`src/rtl/restador_serie_nbits.sv`:
```
// ---------------------------------------------------------------------------
// restador_serie_nbits
// Bit-serial N-bit subtractor: D = A - B - Bi, computed LSB-first over N
// clocks with a single full-subtractor cell. Start/busy/done handshake.
//
// Optional feature macro: SUB_OVF_EN (adds the ovf_o port and its logic).
//
// Ports:
//   clk_i     system clock, rising edge
//   rst_i     synchronous reset, active-high
//   start_i   request; accepted only in IDLE or DONE
//   a_i       minuend, latched on accepted start
//   b_i       subtrahend, latched on accepted start
//   bi_i      borrow in, latched on accepted start
//   d_o       difference, updated at DONE entry and held
//   bo_o      borrow out, updated and held like d_o
//   busy_o    high while the serial operation runs
//   done_o    one-cycle pulse when d_o/bo_o become valid
//   ovf_o     signed overflow (SUB_OVF_EN only), held like d_o
// ---------------------------------------------------------------------------
module restador_serie_nbits #(
    parameter int unsigned N = 4
) (
    input  logic         clk_i,
    input  logic         rst_i,
    input  logic         start_i,
    input  logic [N-1:0] a_i,
    input  logic [N-1:0] b_i,
    input  logic         bi_i,
    output logic [N-1:0] d_o,
    output logic         bo_o,
    output logic         busy_o,
    output logic         done_o
`ifdef SUB_OVF_EN
    ,
    output logic         ovf_o
`endif
);

    localparam int unsigned CNT_W = (N > 1) ? $clog2(N) : 1;

    typedef enum logic [1:0] {
        S_IDLE  = 2'd0,
        S_SHIFT = 2'd1,
        S_DONE  = 2'd2
    } state_e;

    state_e           state_q;
    logic [N-1:0]     ra_q;
    logic [N-1:0]     rb_q;
    logic [N-2:0]     res_q;   // upper N-1 result bits collected so far
    logic             br_q;
    logic [CNT_W-1:0] cnt_q;

`ifdef SUB_OVF_EN
    logic             a_msb_q;
    logic             b_msb_q;
`endif

    logic             a_bit;
    logic             b_bit;
    logic             d_bit;
    logic             br_d;
    logic [N-1:0]     res_d;
    logic             last_bit;

    // Full-subtractor cell on the current LSBs
    assign a_bit    = ra_q[0];
    assign b_bit    = rb_q[0];
    assign d_bit    = a_bit ^ b_bit ^ br_q;
    assign br_d     = (~a_bit & b_bit) | (~(a_bit ^ b_bit) & br_q);

    // New difference bit enters at the MSB; on the last bit res_d is the full result
    assign res_d    = {d_bit, res_q};
    assign last_bit = (cnt_q == CNT_W'(N - 1));

    // Control FSM and datapath registers
    always_ff @(posedge clk_i) begin
        if (rst_i) begin
            state_q <= S_IDLE;
            ra_q    <= '0;
            rb_q    <= '0;
            res_q   <= '0;
            br_q    <= 1'b0;
            cnt_q   <= '0;
            d_o     <= '0;
            bo_o    <= 1'b0;
            busy_o  <= 1'b0;
            done_o  <= 1'b0;
`ifdef SUB_OVF_EN
            a_msb_q <= 1'b0;
            b_msb_q <= 1'b0;
            ovf_o   <= 1'b0;
`endif
        end else begin
            done_o <= 1'b0;
            case (state_q)
                S_IDLE, S_DONE: begin
                    if (start_i) begin
                        ra_q    <= a_i;
                        rb_q    <= b_i;
                        br_q    <= bi_i;
                        res_q   <= '0;
                        cnt_q   <= '0;
                        busy_o  <= 1'b1;
                        state_q <= S_SHIFT;
`ifdef SUB_OVF_EN
                        a_msb_q <= a_i[N-1];
                        b_msb_q <= b_i[N-1];
`endif
                    end else begin
                        state_q <= S_IDLE;
                    end
                end
                S_SHIFT: begin
                    ra_q  <= ra_q >> 1;
                    rb_q  <= rb_q >> 1;
                    br_q  <= br_d;
                    res_q <= res_d[N-1:1];
                    if (last_bit) begin
                        // Counter parks at 0 so it never exceeds N-1
                        cnt_q   <= '0;
                        state_q <= S_DONE;
                        d_o     <= res_d;
                        bo_o    <= br_d;
                        busy_o  <= 1'b0;
                        done_o  <= 1'b1;
`ifdef SUB_OVF_EN
                        ovf_o   <= (a_msb_q ^ b_msb_q) & (a_msb_q ^ d_bit);
`endif
                    end else begin
                        cnt_q <= cnt_q + CNT_W'(1);
                    end
                end
                default: state_q <= S_IDLE;
            endcase
        end
    end

endmodule
```
`config.mk`:
```
export PLATFORM = sky130hd
export DESIGN_NAME = restador_serie_nbits
export DESIGN_NICKNAME = d
export VERILOG_FILES = /design/src/rtl/restador_serie_nbits.sv
export SDC_FILE = /design/constraint.sdc
export NUM_CORES = 1
export LEC_CHECK = 0
export CORE_MARGIN = 2
export CORE_UTILIZATION = 30
export DETAILED_ROUTE_END_ITERATION = 10
export PLACE_DENSITY_LB_ADDON = 0.15
export SYNTH_ARGS = -nofsm -noshare
export SYNTH_HDL_FRONTEND = slang
export SYNTH_SLANG_ARGS = --single-unit
```
`constraint.sdc`:
```
create_clock -name clk_i -period 1.6 [get_ports clk_i]
set_input_delay 0.16 -clock clk_i [delete_from_list [all_inputs] [get_ports clk_i]]
set_output_delay 0.16 -clock clk_i [all_outputs]
set_load 0.03 [all_outputs]
```
Yosys cells after proc, flatten, opt, wreduce, memory -nomap -nowiden
Index checks and enable logic that the tools add are counted.
W data, S select, Z words.

storage, ports and cells
  register bits = 23
  output and inout bits = 7
  logic and storage cells = 49
  input bits = 12

operators by class
  reduce and logical (&&, ||, !) cells = 7
  muxes and demuxes = 18
  equal/unequal tests = 5
  bitwise operators = 8
  $add $sub $neg = 1

operators with widths
  operator               count
  $pmux W4 S2            2
  $mux W4                2
  $pmux W2 S2            2
  $mux W2                3
  $pmux W3 S2            1
  $mux W1                5
  $eq A2 B2 Y1 const B   2
  $ne A2 B2 Y1 const B   2
  $pmux W1 S2            2
  $reduce_and A2 Y1      2
  $reduce_or A2 Y1       2
  $mux W3                1
  $not A1 Y1             3
  $reduce_and A3 Y1      1
  $add A2 B1 Y2 const B  1
  $and A1 B1 Y1          2
  $eq A2 B1 Y1 const B   1
  $logic_not A2 Y1       1
  $reduce_bool A2 Y1     1
  $xor A1 B1 Y1          2
  $or A1 B1 Y1           1

Depth between registers and ports, before layout
  word-level depth = 5
  depth in mapped cells = 5
  depth with buffers taken out = 4

Worst setup path after synthesis
No wires, ideal clock.

  kind = reg2reg
  start = register cnt_q[0]
  end = register busy_o
  stages on the path, launching flop included = 6
  clock period less this slack = 1.138 ns
  arrival time = 1.011 ns
  path buffers = 1
  setup slack = 0.462 ns
  setup time = 0.128 ns
  data required time = 1.472 ns
  cells stage by stage = dfxtp_1 -> ha_1 -> buf_2 -> nand3b_1 -> a21oi_1 -> nor2_1

on the way
  word-level cells in the longest chain between the ends = 3

RTL lines
  what                         line  text
  from (decl)                  53    logic [CNT_W-1:0] cnt_q;
  from (signal assigned)       132   cnt_q <= cnt_q + CNT_W'(1);
  $eq A2 B2 Y1                 75    assign last_bit = (cnt_q == CNT_W'(N - 1));
  named net last_bit           65    logic last_bit;
  $ne A2 B2 Y1 (no line)       n/a
  $reduce_and A3 Y1 (no line)  n/a
  to (signal assigned)         88    busy_o <= 1'b0;
  to (signal assigned)         105   busy_o <= 1'b1;
  to (signal assigned)         126   busy_o <= 1'b0;
  to (decl)                    32    output logic busy_o,

The timed path passes the listed nets, and every way through them passes these cells.
A chain may end at the register's enable or synchronous reset.

Worst setup path after layout
  start = register busy_o
  end = output port busy_o

No word-level cell between the ends.

==> run summary <==
first-pass detailed-route iteration total -> 4
Cell Area, Synth -> 927 um2
sequential element share of the synthesized area -> 49.7%
fin area -> 1180 um2
largest family of logic cells by synthesized area -> simple AND/OR/NAND/NOR gates
GRT Util Overall -> 12.2%
clock skew -> 0.00135 ns
site row count -> 20
CTS H-tree lvls -> 1
nets@finish -> 142
min cycle time layout -> 1.49 ns
Congestion Overflow GR -> 0
Crit Path Class -> flip-flop to primary output
Util after Layout -> 39.2%
worst-path cell chain -> clkdlybuf4s50_1
first-pass GRT wire length -> 3150 um
slowest stage cell, crit path -> clkdlybuf4s50_1
hold path depth -> 3
drt via density -> 4.87
CP arrival -> 1.33 ns
Die W -> 59.6 um
core area -> 3000 um2
Synth area leaders -> dfxtp_1 (50%), nand2_1 (8.9%), a21oi_1 (7.0%)
initial antenna violation count -> 0
hold endpoint -> ra_q[3]
Ports -> 19
crit start category -> flip-flop
root buffer cell -> clkbuf_4
sw frac -> 25.9%
residual DRC count -> 0
combinational power share -> 16.0%
RSZ-0062 raised after global routing -> no
DP HPWL -> 1240 um
period utilization -> 93.0%
clock sinks -> 23
Inst Count DP -> 156
post-cts hold buffer count -> 0
worst slew pin tran -> 0.316 ns
post-synth top area cell -> dfxtp_1
vias in the first global route -> 730
Cells after Synth -> 108
clock transition at the registers of the reported paths -> 0.12 ns
Starting DRT DRC Count -> 18
gpl congestion -> 0.667
YS warnings -> 0
CP delay by family, top -> buffers and inverters
CTS buffer count -> 3
maximum VDD drop -> 0.311 mV
P_sw -> 0.273 mW
simple-gate area share of the yosys netlist -> 24.0%
P_int -> 0.782 mW
XOR/XNOR Fraction of Synth Area -> 0%
Routed Antenna Nets -> 0
postcts setup bufs -> 0
final hold vios -> 0
DR WL met3 -> 58 um
Top Layer Used -> met4
final wirelength -> 1920 um
Crit path required time -> 1.44 ns
clock latency on the worst-skew pair -> 0.31 ns
Clk pwr share -> 25.2%
WP buf/inv -> 1
status -> finished clean
Area Overhead vs Synth -> 26.9%
routed via count -> 779
wire length on met2 -> 863 um
area share of the largest cell type after synthesis -> 49.7%
Setup-failing EPs final -> 0
number of gates resized after CTS -> 0
slowest stage delay, CP -> 0.67 ns
Area after DPL -> 1150 um2
share of layout cells above drive strength 1 -> 7.87%
Critical R2R Capture -> d_o[3]
R2R Path Start -> rb_q[0]
part of the power in registers -> 58.8%
post-route insts no fill -> 160
beginning of the worst hold path -> a_i[3]
Syn Area/Cell -> 8.58 um2
mux share of post-synthesis cell area -> 0%
Max Slew Vio Count -> 0
Power Dens Cells -> 898 nW/um2
setup TNS -> 0 ns
library cells used by synthesis -> 22
n_diodes -> 0
CTS tree -> done
Critical Path Sink Type -> primary output
CP max FO -> 2
Hold Crit Class -> input port to flip-flop
Syn Nets -> 122
die area -> 3550 um2
Synth Area in Compound Gates -> 16.7%
port bufs -> 18
Reg2Reg Depth -> 4
Initial Util -> 30.9%
Chip Height -> 59.6 um
FF+latch count, synth -> 23
CTS Buffer Depth -> 2
fmax -> 0.672 GHz
max_slew headroom -> 78.9%
wl on met1 -> 971 um
Post-Synth Adder-Cell Area -> 3.51%
Max Cap Viol -> 0
largest net degree at the start of global routing -> 24
Avg WL per Cell -> 12.0 um
P_leak -> 0.421 nW
R2R Setup Slk -> 0.40 ns
sequential cells by signal (all words and copies together), names as in the netlist, 2 cells and up:
signal	flops
d_o	4
res_q	3
rb_q	4
state_q	2
ra_q	4
cnt_q	2
metrics by stage:
step / power [mW] / hold WS, ns / setup WS, ns
3_3_place_gp: 0.801 / 0.442 / 0.259
5_1_grt: 1.12 / 0.385 / 0.0351
2_1_floorplan: 0.739 / 0.232 / 0.462
4_1_cts: 1.07 / 0.385 / 0.0898
3_5_place_dp: 0.804 / 0.449 / 0.211
6_report: 1.06 / 0.397 / 0.112
area by class of cell:
type                            instances  area (um2)
Timing Repair Buffer                   23         230
Fill cell                             318        1830
Clock buffer                            4        26.3
Inverter                                2        7.51
Sequential cell                        23         460
Multi-Input combinational cell         75         410
Tap cell                               33        41.3
logic make-up after synthesis:
| family | Yosys count |
|---|---|
| compound gates | 23 |
| fa+ha+maj | 2 |
| simple gates | 50 |
| buf+inv | 10 |
| flops | 23 |
power groups by stage:
stage                     sequential (mW)  combinational, mW  clock [mW]
after floorplan                     0.634              0.105           0
after global placement              0.634              0.168           0
after detailed placement            0.634              0.170           0
after CTS                           0.621              0.171       0.282
after global routing                0.627              0.186       0.309
final                               0.621              0.169       0.266
how the worst max path moves through the flow:
stage / from / endpoint / cells after the start
floorplan: cnt_q[0] / busy_o / 5
global placement: start_i / ra_q[2] / 5
detailed placement: start_i / ra_q[2] / 5
CTS: bo_o / bo_o / 1
global route: busy_o / busy_o / 1
finish: busy_o / busy_o / 1
Yosys cell counts:
cell type	count
nor4b_1	1
nor2_1	11
buf_4	2
nand3b_1	1
buf_6	1
nand2b_2	1
o21a_1	1
nand2b_1	1
a21oi_1	13
clkbuf_1	2
nand3_1	11
buf_2	3
a31oi_1	1
dfxtp_1	23
inv_1	2
nor2b_1	2
a2bb2oi_1	1
a311oi_2	1
nand2_1	22
ha_1	1
a311oi_1	6
fa_1	1
layer usage:
| layer | GRT usage, % | up-vias |
|---|---|---|
| met3 | 3.28 | 2 |
| li1 | - | 411 |
| met4 | 6.67 | 0 |
| met5 | 0 | - |
| met1 | 15.0 | 356 |
| met2 | 19.3 | 10 |
cells in the final DEF (no fill, tap or decap):
master,netlist,final
dfxtp_1,23,23
nand2_1,22,22
clkdlybuf4s50_1,0,18
a21oi_1,13,13
nand3_1,11,11
nor2_1,11,11
a311oi_1,6,6
buf_4,2,4
clkbuf_4,0,3
inv_1,2,2
nor2b_1,2,2
nand3b_1,1,1
nand2b_1,1,1
nand2b_2,1,1
o21a_1,1,1
a311oi_2,1,1
a2bb2oi_1,1,1
nor4b_1,1,1
a31oi_1,1,1
fa_1,1,1
ha_1,1,1
clkbuf_1,2,1
buf_12,0,1
Note: power is estimated with default switching activity, not from simulation.
